$ cat src/rtl/mem_port_arbiter_if.sv
// ============================================================================
// Module      : mem_port_arbiter_if
// Description : Requester and memory-side signal bundle for mem_port_arbiter.
//               The slave modport is the arbiter; the master modport is the
//               surrounding environment (pipeline stages plus memory).
// Revision    : 1.0 - initial release
// ============================================================================
`default_nettype none

interface mem_port_arbiter_if #(
    parameter int AW = 32,
    parameter int DW = 32
);
    // fetch port
    logic          if_req;
    logic [AW-1:0] if_addr;
    logic [DW-1:0] if_rdata;
    logic          if_done;
    // data port
    logic          dm_req;
    logic          dm_we;
    logic [AW-1:0] dm_addr;
    logic [DW-1:0] dm_wdata;
    logic [DW-1:0] dm_rdata;
    logic          dm_done;
    // status
    logic          bus_err;
    logic          stall;
    // memory side
    logic          mem_en;
    logic          mem_we;
    logic [AW-1:0] mem_addr;
    logic [DW-1:0] mem_wdata;
    logic [DW-1:0] mem_rdata;
    logic          mem_ready;

    modport master (
        output if_req, if_addr, dm_req, dm_we, dm_addr, dm_wdata,
               mem_rdata, mem_ready,
        input  if_rdata, if_done, dm_rdata, dm_done, bus_err, stall,
               mem_en, mem_we, mem_addr, mem_wdata
    );

    modport slave (
        input  if_req, if_addr, dm_req, dm_we, dm_addr, dm_wdata,
               mem_rdata, mem_ready,
        output if_rdata, if_done, dm_rdata, dm_done, bus_err, stall,
               mem_en, mem_we, mem_addr, mem_wdata
    );
endinterface

`default_nettype wire

$ cat src/rtl/mem_port_arbiter.sv
// ============================================================================
// Module      : mem_port_arbiter
// Description : Shares one memory port between instruction fetch and the
//               load/store path. Round-robin on ties, multi-cycle handshake,
//               registered completion, timeout abort with bus_err.
// Revision    : 1.0 - initial release
// ============================================================================
`default_nettype none

module mem_port_arbiter #(
    parameter int AW      = 32,
    parameter int DW      = 32,
    parameter int TIMEOUT = 16
) (
    input  wire logic         clk,
    input  wire logic         reset,
    mem_port_arbiter_if.slave bus
);

    localparam int          c_CW       = (TIMEOUT > 2) ? $clog2(TIMEOUT) : 1;
    localparam logic [c_CW-1:0] c_CNT_LAST = c_CW'(TIMEOUT - 1);

    localparam logic [1:0] c_IDLE    = 2'd0;
    localparam logic [1:0] c_IF_BUSY = 2'd1;
    localparam logic [1:0] c_DM_BUSY = 2'd2;

    logic [1:0]      r_state;
    logic [1:0]      w_next_state;
    logic [c_CW-1:0] r_cnt;
    logic            r_last_dm;     // 1 = data port won the last grant
    logic [AW-1:0]   r_mem_addr;
    logic            r_mem_we;
    logic [DW-1:0]   r_mem_wdata;
    logic [DW-1:0]   r_if_rdata;
    logic [DW-1:0]   r_dm_rdata;
    logic            r_if_done;
    logic            r_dm_done;
    logic            r_bus_err;

    logic            w_if_req;
    logic            w_dm_req;
    logic            w_grant_if;
    logic            w_grant_dm;
    logic            w_ready_hit;
    logic            w_abort;
    logic            w_finish;

    // A requester still holds req during its done cycle; mask it so the
    // finished access is not granted a second time.
    assign w_if_req = bus.if_req & ~r_if_done;
    assign w_dm_req = bus.dm_req & ~r_dm_done;
    assign w_finish = w_ready_hit | w_abort;

    // State register
    always_ff @(posedge clk) begin
        if (reset) begin
            r_state <= c_IDLE;
        end else begin
            r_state <= w_next_state;
        end
    end

    // Next-state: grant from IDLE, return to IDLE on completion or abort
    always_comb begin
        w_next_state = r_state;
        case (r_state)
            c_IDLE: begin
                if (w_grant_dm) begin
                    w_next_state = c_DM_BUSY;
                end else if (w_grant_if) begin
                    w_next_state = c_IF_BUSY;
                end
            end
            c_IF_BUSY, c_DM_BUSY: begin
                if (w_finish) begin
                    w_next_state = c_IDLE;
                end
            end
            default: w_next_state = c_IDLE;
        endcase
    end

    // Output decode: arbitration in IDLE, ready/timeout detection when busy
    always_comb begin
        w_grant_if  = 1'b0;
        w_grant_dm  = 1'b0;
        w_ready_hit = 1'b0;
        w_abort     = 1'b0;
        case (r_state)
            c_IDLE: begin
                if (w_if_req && w_dm_req) begin
                    w_grant_if = r_last_dm;
                    w_grant_dm = ~r_last_dm;
                end else begin
                    w_grant_if = w_if_req;
                    w_grant_dm = w_dm_req;
                end
            end
            c_IF_BUSY, c_DM_BUSY: begin
                w_ready_hit = bus.mem_ready;
                w_abort     = ~bus.mem_ready && (r_cnt == c_CNT_LAST);
            end
            default: ;
        endcase
    end

    // Datapath: latch granted request, count wait cycles, register completion
    always_ff @(posedge clk) begin
        if (reset) begin
            r_cnt       <= '0;
            r_last_dm   <= 1'b0;
            r_mem_addr  <= '0;
            r_mem_we    <= 1'b0;
            r_mem_wdata <= '0;
            r_if_rdata  <= '0;
            r_dm_rdata  <= '0;
            r_if_done   <= 1'b0;
            r_dm_done   <= 1'b0;
            r_bus_err   <= 1'b0;
        end else begin
            r_if_done <= 1'b0;
            r_dm_done <= 1'b0;
            r_bus_err <= 1'b0;

            if (w_grant_dm) begin
                r_mem_addr  <= bus.dm_addr;
                r_mem_we    <= bus.dm_we;
                r_mem_wdata <= bus.dm_wdata;
                r_last_dm   <= 1'b1;
                r_cnt       <= '0;
            end else if (w_grant_if) begin
                r_mem_addr  <= bus.if_addr;
                r_mem_we    <= 1'b0;
                r_mem_wdata <= '0;
                r_last_dm   <= 1'b0;
                r_cnt       <= '0;
            end else if (r_state != c_IDLE && !bus.mem_ready) begin
                r_cnt <= r_cnt + 1'b1;
            end

            if (w_finish) begin
                r_bus_err <= w_abort;
                if (r_state == c_IF_BUSY) begin
                    r_if_done  <= 1'b1;
                    r_if_rdata <= w_abort ? '0 : bus.mem_rdata;
                end else begin
                    r_dm_done <= 1'b1;
                    if (w_abort) begin
                        r_dm_rdata <= '0;
                    end else if (!r_mem_we) begin
                        r_dm_rdata <= bus.mem_rdata;
                    end
                end
            end
        end
    end

    assign bus.mem_en    = (r_state != c_IDLE);
    assign bus.mem_we    = r_mem_we;
    assign bus.mem_addr  = r_mem_addr;
    assign bus.mem_wdata = r_mem_wdata;
    assign bus.if_rdata  = r_if_rdata;
    assign bus.if_done   = r_if_done;
    assign bus.dm_rdata  = r_dm_rdata;
    assign bus.dm_done   = r_dm_done;
    assign bus.bus_err   = r_bus_err;
    assign bus.stall     = w_if_req | w_dm_req;

endmodule

`default_nettype wire

$ cat src/flat_wrapper.sv
// flat-port wrapper written by rule: the top's interface ports become plain ports
module mem_port_arbiter_flat 
#(
    parameter int AW      = 32,
    parameter int DW      = 32,
    parameter int TIMEOUT = 16
)
  (clk, reset, bus_if_req, bus_if_addr, bus_dm_req, bus_dm_we, bus_dm_addr, bus_dm_wdata, bus_mem_rdata, bus_mem_ready, bus_if_rdata, bus_if_done, bus_dm_rdata, bus_dm_done, bus_bus_err, bus_stall, bus_mem_en, bus_mem_we, bus_mem_addr, bus_mem_wdata);
  mem_port_arbiter_if #(.AW(AW), .DW(DW)) bus_i ();
  input  wire logic clk;
  input  wire logic reset;
  input wire logic [$bits(bus_i.if_req)-1:0] bus_if_req;
  input wire logic [$bits(bus_i.if_addr)-1:0] bus_if_addr;
  input wire logic [$bits(bus_i.dm_req)-1:0] bus_dm_req;
  input wire logic [$bits(bus_i.dm_we)-1:0] bus_dm_we;
  input wire logic [$bits(bus_i.dm_addr)-1:0] bus_dm_addr;
  input wire logic [$bits(bus_i.dm_wdata)-1:0] bus_dm_wdata;
  input wire logic [$bits(bus_i.mem_rdata)-1:0] bus_mem_rdata;
  input wire logic [$bits(bus_i.mem_ready)-1:0] bus_mem_ready;
  output wire logic [$bits(bus_i.if_rdata)-1:0] bus_if_rdata;
  output wire logic [$bits(bus_i.if_done)-1:0] bus_if_done;
  output wire logic [$bits(bus_i.dm_rdata)-1:0] bus_dm_rdata;
  output wire logic [$bits(bus_i.dm_done)-1:0] bus_dm_done;
  output wire logic [$bits(bus_i.bus_err)-1:0] bus_bus_err;
  output wire logic [$bits(bus_i.stall)-1:0] bus_stall;
  output wire logic [$bits(bus_i.mem_en)-1:0] bus_mem_en;
  output wire logic [$bits(bus_i.mem_we)-1:0] bus_mem_we;
  output wire logic [$bits(bus_i.mem_addr)-1:0] bus_mem_addr;
  output wire logic [$bits(bus_i.mem_wdata)-1:0] bus_mem_wdata;
  assign bus_i.if_req = bus_if_req;
  assign bus_i.if_addr = bus_if_addr;
  assign bus_i.dm_req = bus_dm_req;
  assign bus_i.dm_we = bus_dm_we;
  assign bus_i.dm_addr = bus_dm_addr;
  assign bus_i.dm_wdata = bus_dm_wdata;
  assign bus_i.mem_rdata = bus_mem_rdata;
  assign bus_i.mem_ready = bus_mem_ready;
  assign bus_if_rdata = bus_i.if_rdata;
  assign bus_if_done = bus_i.if_done;
  assign bus_dm_rdata = bus_i.dm_rdata;
  assign bus_dm_done = bus_i.dm_done;
  assign bus_bus_err = bus_i.bus_err;
  assign bus_stall = bus_i.stall;
  assign bus_mem_en = bus_i.mem_en;
  assign bus_mem_we = bus_i.mem_we;
  assign bus_mem_addr = bus_i.mem_addr;
  assign bus_mem_wdata = bus_i.mem_wdata;
  mem_port_arbiter #(.AW(AW), .DW(DW), .TIMEOUT(TIMEOUT)) u_core (.clk(clk), .reset(reset), .bus(bus_i));
endmodule
$ cat config.mk
export PLATFORM = sky130hd
export DESIGN_NAME = mem_port_arbiter_flat
export DESIGN_NICKNAME = d
export VERILOG_FILES = /design/src/rtl/mem_port_arbiter_if.sv /design/src/rtl/mem_port_arbiter.sv /design/src/flat_wrapper.sv
export SDC_FILE = /design/constraint.sdc
export NUM_CORES = 1
export LEC_CHECK = 0
export ABC_AREA = 1
export CAP_MARGIN = 20
export CORE_MARGIN = 10
export CORE_UTILIZATION = 43
export CTS_BUF_LIST = sky130_fd_sc_hd__clkbuf_4
export DETAILED_ROUTE_END_ITERATION = 10
export GPL_ROUTABILITY_DRIVEN = 0
export PLACE_DENSITY = 0.92
export SYNTH_ARGS = -nofsm -noshare
export SYNTH_HDL_FRONTEND = slang
export SYNTH_SLANG_ARGS = --single-unit
$ cat constraint.sdc
create_clock -name clk -period 1.9 [get_ports clk]
set_input_delay 0.57 -clock clk [delete_from_list [all_inputs] [get_ports clk]]
set_output_delay 0.57 -clock clk [all_outputs]
set_load 0.01 [all_outputs]
# After elaboration in Yosys (flattened, before gate mapping)
# Index checks and enable logic that the tools add are counted.
# W data, S select, Z words.
[op_classes]
addsub = 1
mul = 0
div_mod_pow = 0
order_cmp = 0
eq_ne = 6
shift = 0
mux = 22
bitwise_logic = 10
n_reduce_logical = 13
[ops]
columns = ["cell", "n"]
rows = [
  ["$mux W32", 7],
  ["$mux W1", 11],
  ["$mux W2", 3],
  ["$not A1 Y1", 6],
  ["$add A4 B1 Y4 const B", 1],
  ["$eq A4 B4 Y1 const B", 1],
  ["$pmux W2 S2", 1],
  ["$reduce_and A2 Y1", 2],
  ["$reduce_bool A2 Y1", 2],
  ["$reduce_or A2 Y1", 2],
  ["$logic_and A1 B1 Y1", 3],
  ["$ne A3 B1 Y1 const B", 1],
  ["$reduce_and A3 Y1", 1],
  ["$reduce_or A3 Y1", 1],
  ["$and A1 B1 Y1", 2],
  ["$eq A2 B1 Y1 const B", 1],
  ["$eq A2 B2 Y1 const B", 1],
  ["$logic_not A2 Y1", 1],
  ["$ne A2 B1 Y1 const B", 1],
  ["$ne A2 B2 Y1 const B", 1],
  ["$or A1 B1 Y1", 2],
  ["$logic_not A1 Y1", 1],
]
[word_totals]
ff_bits = 139
latchBits = 0
mem_bits_rw = 0
rom_bits = 0
memories = 0

# Depth between registers and ports, before layout
[logic_depth]
word_depth = 8
mapped_depth = 9
depth_no_buf = 8

# Worst setup path after synthesis
# OpenSTA, ideal clock, no wires.
[synth_path]
path_type = "flip-flop to flip-flop"
start = "register u_core.r_state[0]"
end = "register u_core.r_if_rdata[22], in the netlist u_core.bus.if_rdata[22]"
setup_time_ps = 115
t_arrival_ps = 1471
t_required_ps = 1785
slack_ps = 314
path_stages_with_launch = 10
path_buffers = 2
synth_period_minus_slack_ps = 1586
cell_sequence = "dfxtp_1 -> inv_1 -> ha_1 -> nand3_2 -> o21ai_2 -> buf_4 -> buf_4 -> nand3_1 -> nand2_1 -> nor2_1"
[synth_between]
elab_chain_len = 5
word_cells_on_any_way = 8
classes_between = "eq/ne (2); mux (3); bitwise (1); reduce/logical (2)"
[synth_lines]
columns = ["item", "line_no", "source"]
rows = [
  ["start: declaration", "mem_port_arbiter.sv:27", "logic [1:0] r_state;"],
  ["start signal: assignment", "mem_port_arbiter.sv:57", "r_state <= c_IDLE;"],
  ["start signal: assignment", "mem_port_arbiter.sv:59", "r_state <= w_next_state;"],
  ["$eq A2 B2 Y1 / $eq A2 B1 Y1 (equally long branches)", "mem_port_arbiter.sv:89, mem_port_arbiter.sv:143", ""],
  ["$reduce_or A2 Y1", "mem_port_arbiter.sv:89", "case (r_state)"],
  ["$mux W1", "mem_port_arbiter.sv:89", ""],
  ["$or A1 B1 Y1", "mem_port_arbiter.sv:52", "assign w_finish = w_ready_hit | w_abort;"],
  ["$reduce_and A2 Y1 (no source line)", "n/a", ""],
  ["end signal: assignment", "mem_port_arbiter.sv:145", "r_if_rdata <= w_abort ? '0 : bus.mem_rdata;"],
  ["end: declaration", "mem_port_arbiter.sv:34", "logic [DW-1:0] r_if_rdata;"],
]
# Parallel ways exist; a longest one is shown, timed or not.
# A chain may end at the register's enable or synchronous reset.

# Final worst setup path
[layout_path]
start = "register u_core.r_state[1]"
end = "output port bus_mem_en"
[layout_between]
elab_chain_len = 1
[layout_lines]
columns = ["item", "line_no", "source"]
rows = [
  ["$reduce_bool A2 Y1", "mem_port_arbiter.sv:158", "assign bus.mem_en = (r_state != c_IDLE);"],
  ["end: declaration", "flat_wrapper.sv:26", "output wire logic [$bits(bus_i.mem_en)-1:0] bus_mem_en;"],
]
# No other way between the ends.

==> qor.csv <==
stage;metric;value;unit
clock_tree;register clock-pin slew on the reported worst setup and hold paths;0.11;ns
worst_setup_path;most prevalent standard cell on the critical path;sky130_fd_sc_hd__inv_2;
grt;GRT Resource Usage Total;19.9;%
grt;GR Overflow Total;0;
worst_setup_path;worst stage delay on the critical path;0.35;ns
worst_setup_path;slowest CP cell;sky130_fd_sc_hd__dfxtp_2;
worst_setup_path;Critical Path Sink Type;output port;
clock_tree;root buf cell;sky130_fd_sc_hd__clkbuf_4;
yosys;Post-Synth Simple-Gate Area;34.2;%
clock_tree;clock latency on the worst-skew pair;0.54;ns
yosys;proportion of synthesized chip area in sequential cells;46.3;%
power_and_ir_drop;pwr dens;824;nW/um^2
power_and_ir_drop;combinational power share;29.2;%
detailed_routing;total wire length after detailed routing;20.3;mm
sta;upper clock frequency limit;552;MHz
placement;placed wire-length estimate after detailed placement;15.4;mm
sta;Final setup viols;0;
finish;Register Area;2790;sq um
power_and_ir_drop;Lkg Pwr;0.00481;uW
worst_setup_path;reg-to-reg slack, setup;0.13;ns
worst_setup_path;CP Cell Sequence;inv_2 -> ha_4 -> inv_2 -> buf_6;
placement;Cell Count Post-Placement;1318;
power_and_ir_drop;Net Sw Frac;31.8;%
sta;final slew viol count;0;
floorplanning;height of the die;138;um
clock_tree;H-tree depth;4;
worst_setup_path;Worst Path Class, Setup;reg2out;
yosys;dominant combinational cell family by area after synthesis;simple AND/OR/NAND/NOR gates;
detailed_routing;DRC marker count from the first detailed-route iteration;370;
detailed_routing;average routed wire per standard cell;15.0;um
detailed_routing;Routed Antenna Nets;0;
grt;vias in the first global route;6067;
finish;diode insertion count for antenna repair;0;
finish;area of the multi-input gates;2610;sq um
placement;total of buffers placed on input and output ports;267;
grt;global-route wire length before repair;31.6;mm
flow_run;max_cap viols;0;
floorplanning;Total Die Area;19100;sq um
floorplanning;Core Region;13800;sq um
sta;post-layout minimum cycle time;1.81;ns
yosys;Avg Cell Area, Syn;6.73;sq um
power_and_ir_drop;share of total power in the clock network;26.3;%
min_path;worst hold path class;reg2reg;
finish;Post-Layout Inst Area;9230;sq um
clock_tree;number of buffers between clock root and the deepest sink;2;
sta;headroom to the max-slew limit;76.4;%
sta;Worst-Margin Slew;0.350;ns
clock_tree;number of clock sinks;139;
floorplanning;cell row count;43;
finish;count of placed standard cells in the final layout, fillers left out;1351;
yosys;Yosys warning total;0;
run_status;outcome;complete, no violations;
floorplanning;I/O Pins;268;
detailed_routing;DRC errors left;0;
yosys;mux contribution to synthesized area;0;%
detailed_routing;routed via count divided by cell count;4.82;
power_and_ir_drop;reported net switching power;2420;uW
sta;unrepaired setup endpoints after global routing;true;
finish;Layout fillers;1213;
power_and_ir_drop;Worst IR Drop VDD;461;uV
yosys;Mapped Cells;892;
floorplanning;initial standard-cell utilization of the core;43.6;%
worst_setup_path;Worst Path Required;1.33;ns
sta;period utilization;95.4;%
worst_setup_path;CP Launch Type;register;
yosys;share of the synthesized area in compound gates (AO/OA/AOI/OAI);7.92;%
worst_setup_path;Worst EP arrival;1.24;ns
power_and_ir_drop;sequential share of power;44.6;%
clock_tree;number of buffers created by CTS;17;
clock_tree;CTS Hold Buffers Added;0;
yosys;xor-xnor portion of the synthesized cell area;0.292;%
finish;Final nets;1295;
placement;instance area at placement;9060;sq um
sta;skew final;0.0166;ns
floorplanning;x dimension of the die;138;um
yosys;number of distinct standard cells referenced by the synthesized netlist;26;
yosys;post-synth design cell area;6000;sq um
grt;antenna violations before repair;1;
finish;proportion of layout cells with a drive suffix above 1;7.77;%
detailed_routing;1st-pass router iterations;5;
yosys;#FFs+latches synth;139;
yosys;net count after synthesis;1029;
grt;pin count of the biggest net entering global routing;66;
sta;Fin. Hold Viols;0;
worst_setup_path;crit-path max FO;2;
detailed_routing;via count of the routed design;6511;
power_and_ir_drop;internal power;5180;uW
yosys;area share of fa/ha/maj cells after synthesis;0.625;%
clock_tree;TritonCTS clock tree;built;
finish;P&R area growth vs syn;53.6;%
[power groups by stage]
stage / Clock (uW) / Sequential, uW / Combinational [uW]
CTS: 2050 / 3390 / 2220
finish: 2000 / 3390 / 2220
global route: 2170 / 3430 / 2420
global placement: 0 / 3450 / 2380
detailed placement: 0 / 3460 / 2420
floorplan: 0 / 3600 / 942
[logic make-up after synthesis]
family | Yosys count
flip-flops | 139
adder cells (fa/ha/maj) | 3
XOR/XNOR | 2
buffers and inverters | 156
AND/OR/NAND/NOR | 500
AO/OA/AOI/OAI | 92
[flip-flops by register name, summed over array words and instances, names as in the netlist]
register              count
u_core.bus.if_done        1
u_core.bus.dm_done        1
u_core.r_last_dm          1
u_core.bus.dm_rdata      32
u_core.bus.mem_addr      32
u_core.bus.bus_err        1
u_core.bus.if_rdata      32
u_core.r_cnt              4
u_core.r_state            2
u_core.bus.mem_we         1
u_core.bus.mem_wdata     32
[synthesized netlist by cell type (all sizes together)]
cell | number | area share (%)
nand2 | 283 | 18
a21oi | 57 | 4.8
buf | 38 | 3.3
ha | 3 | 0.63
xor2 | 1 | 0.15
nand4 | 1 | 0.10
xnor2 | 1 | 0.15
dfxtp | 139 | 46
nor2 | 88 | 5.5
inv | 97 | 6.1
nor3b | 1 | 0.13
nor3 | 1 | 0.083
nand3 | 126 | 11
clkbuf | 21 | 1.3
o21ai | 35 | 3.2
[layout make-up]
| class | instances | area share [%] |
|---|---|---|
| flip-flops and latches | 139 | 30.2 |
| multi-input cells | 597 | 28.3 |
| inverters | 97 | 3.95 |
| clock buffers | 19 | 1.55 |
| clock inverters | 13 | 1.64 |
| repair buffers | 306 | 31.9 |
| well taps | 180 | 2.44 |
[metrics by stage]
| step | hold slack [ns] | power (uW) | TNS [ns] | util, % | setup slack, ns |
|---|---|---|---|---|---|
| after floorplan | 0.435 | 4540 | 0 | - | 0.314 |
| after global placement | 0.427 | 5820 | -26.06 | 65.8 | -0.584 |
| after detailed placement | 0.431 | 5870 | -28.72 | 65.8 | -0.574 |
| after CTS | 0.453 | 7670 | -0.00726 | 66.8 | -0.00726 |
| after global routing | 0.468 | 8020 | -0.00531 | 67.0 | -0.00531 |
| final | 0.449 | 7600 | 0 | 67.0 | 0.0880 |
[final timing paths]
kind	from	to	cells past startpoint
worst max-delay path	u_core.r_state[1]	bus_mem_en	4
worst min-delay path	u_core.bus.mem_wdata[28]	u_core.bus.mem_wdata[28]	2
worst max register to register	u_core.r_state[1]	u_core.bus.if_rdata[13]	8
worst min register to register	u_core.bus.mem_wdata[28]	u_core.bus.mem_wdata[28]	2
[metal layers]
layer | GRT usage (%) | wire length (um) | vias to the layer above
li1 | - | - | 3314
met3 | 9.28 | 2230 | 25
met4 | 5.94 | 322 | 2
met2 | 34.1 | 9870 | 276
met5 | 0 | 11 | -
met1 | 21.4 | 7860 | 2894
[critical path: cells and delay by family (launching register included)]
family     cells  cell delay [ns]
fa+ha+maj      1             0.17
buf+inv        3             0.20
flops          1             0.35
[layout by cell type (no fill, tap or decap)]
| cell | instances |
|---|---|
| sky130_fd_sc_hd__nand2_1 | 279 |
| sky130_fd_sc_hd__dfxtp_1 | 137 |
| sky130_fd_sc_hd__clkdlybuf4s50_1 | 131 |
| sky130_fd_sc_hd__dlygate4sd2_1 | 131 |
| sky130_fd_sc_hd__nand3_1 | 125 |
| sky130_fd_sc_hd__inv_1 | 89 |
| sky130_fd_sc_hd__nor2_1 | 87 |
| sky130_fd_sc_hd__a21oi_1 | 57 |
| sky130_fd_sc_hd__o21ai_0 | 28 |
| sky130_fd_sc_hd__buf_4 | 28 |
| sky130_fd_sc_hd__clkbuf_4 | 19 |
| sky130_fd_sc_hd__buf_12 | 11 |
| sky130_fd_sc_hd__inv_2 | 8 |
| sky130_fd_sc_hd__o21ai_1 | 5 |
| sky130_fd_sc_hd__nand2_2 | 4 |
| sky130_fd_sc_hd__clkinvlp_4 | 4 |
| sky130_fd_sc_hd__clkinv_2 | 3 |
| sky130_fd_sc_hd__bufinv_16 | 3 |
| sky130_fd_sc_hd__o21ai_4 | 2 |
| sky130_fd_sc_hd__clkinv_1 | 2 |
| sky130_fd_sc_hd__clkdlybuf4s15_1 | 2 |
| sky130_fd_sc_hd__buf_6 | 2 |
| sky130_fd_sc_hd__dfxtp_2 | 2 |
| sky130_fd_sc_hd__nand3_2 | 1 |
| sky130_fd_sc_hd__nor2_2 | 1 |
| sky130_fd_sc_hd__xnor2_1 | 1 |
| sky130_fd_sc_hd__nor3b_1 | 1 |
| sky130_fd_sc_hd__nor3_1 | 1 |
| sky130_fd_sc_hd__nand4_1 | 1 |
| sky130_fd_sc_hd__xor2_1 | 1 |
| sky130_fd_sc_hd__ha_1 | 1 |
| sky130_fd_sc_hd__ha_4 | 1 |
| sky130_fd_sc_hd__ha_2 | 1 |
| sky130_fd_sc_hd__clkinv_4 | 1 |
| sky130_fd_sc_hd__dlymetal6s2s_1 | 1 |
[repair_timing]
action                     in CTS  in global routing
resized for setup             149                  9
buffers inserted                0                  1
setup endpoints to repair     134                  8
No activity file was read; power rests on OpenSTA's default activity.
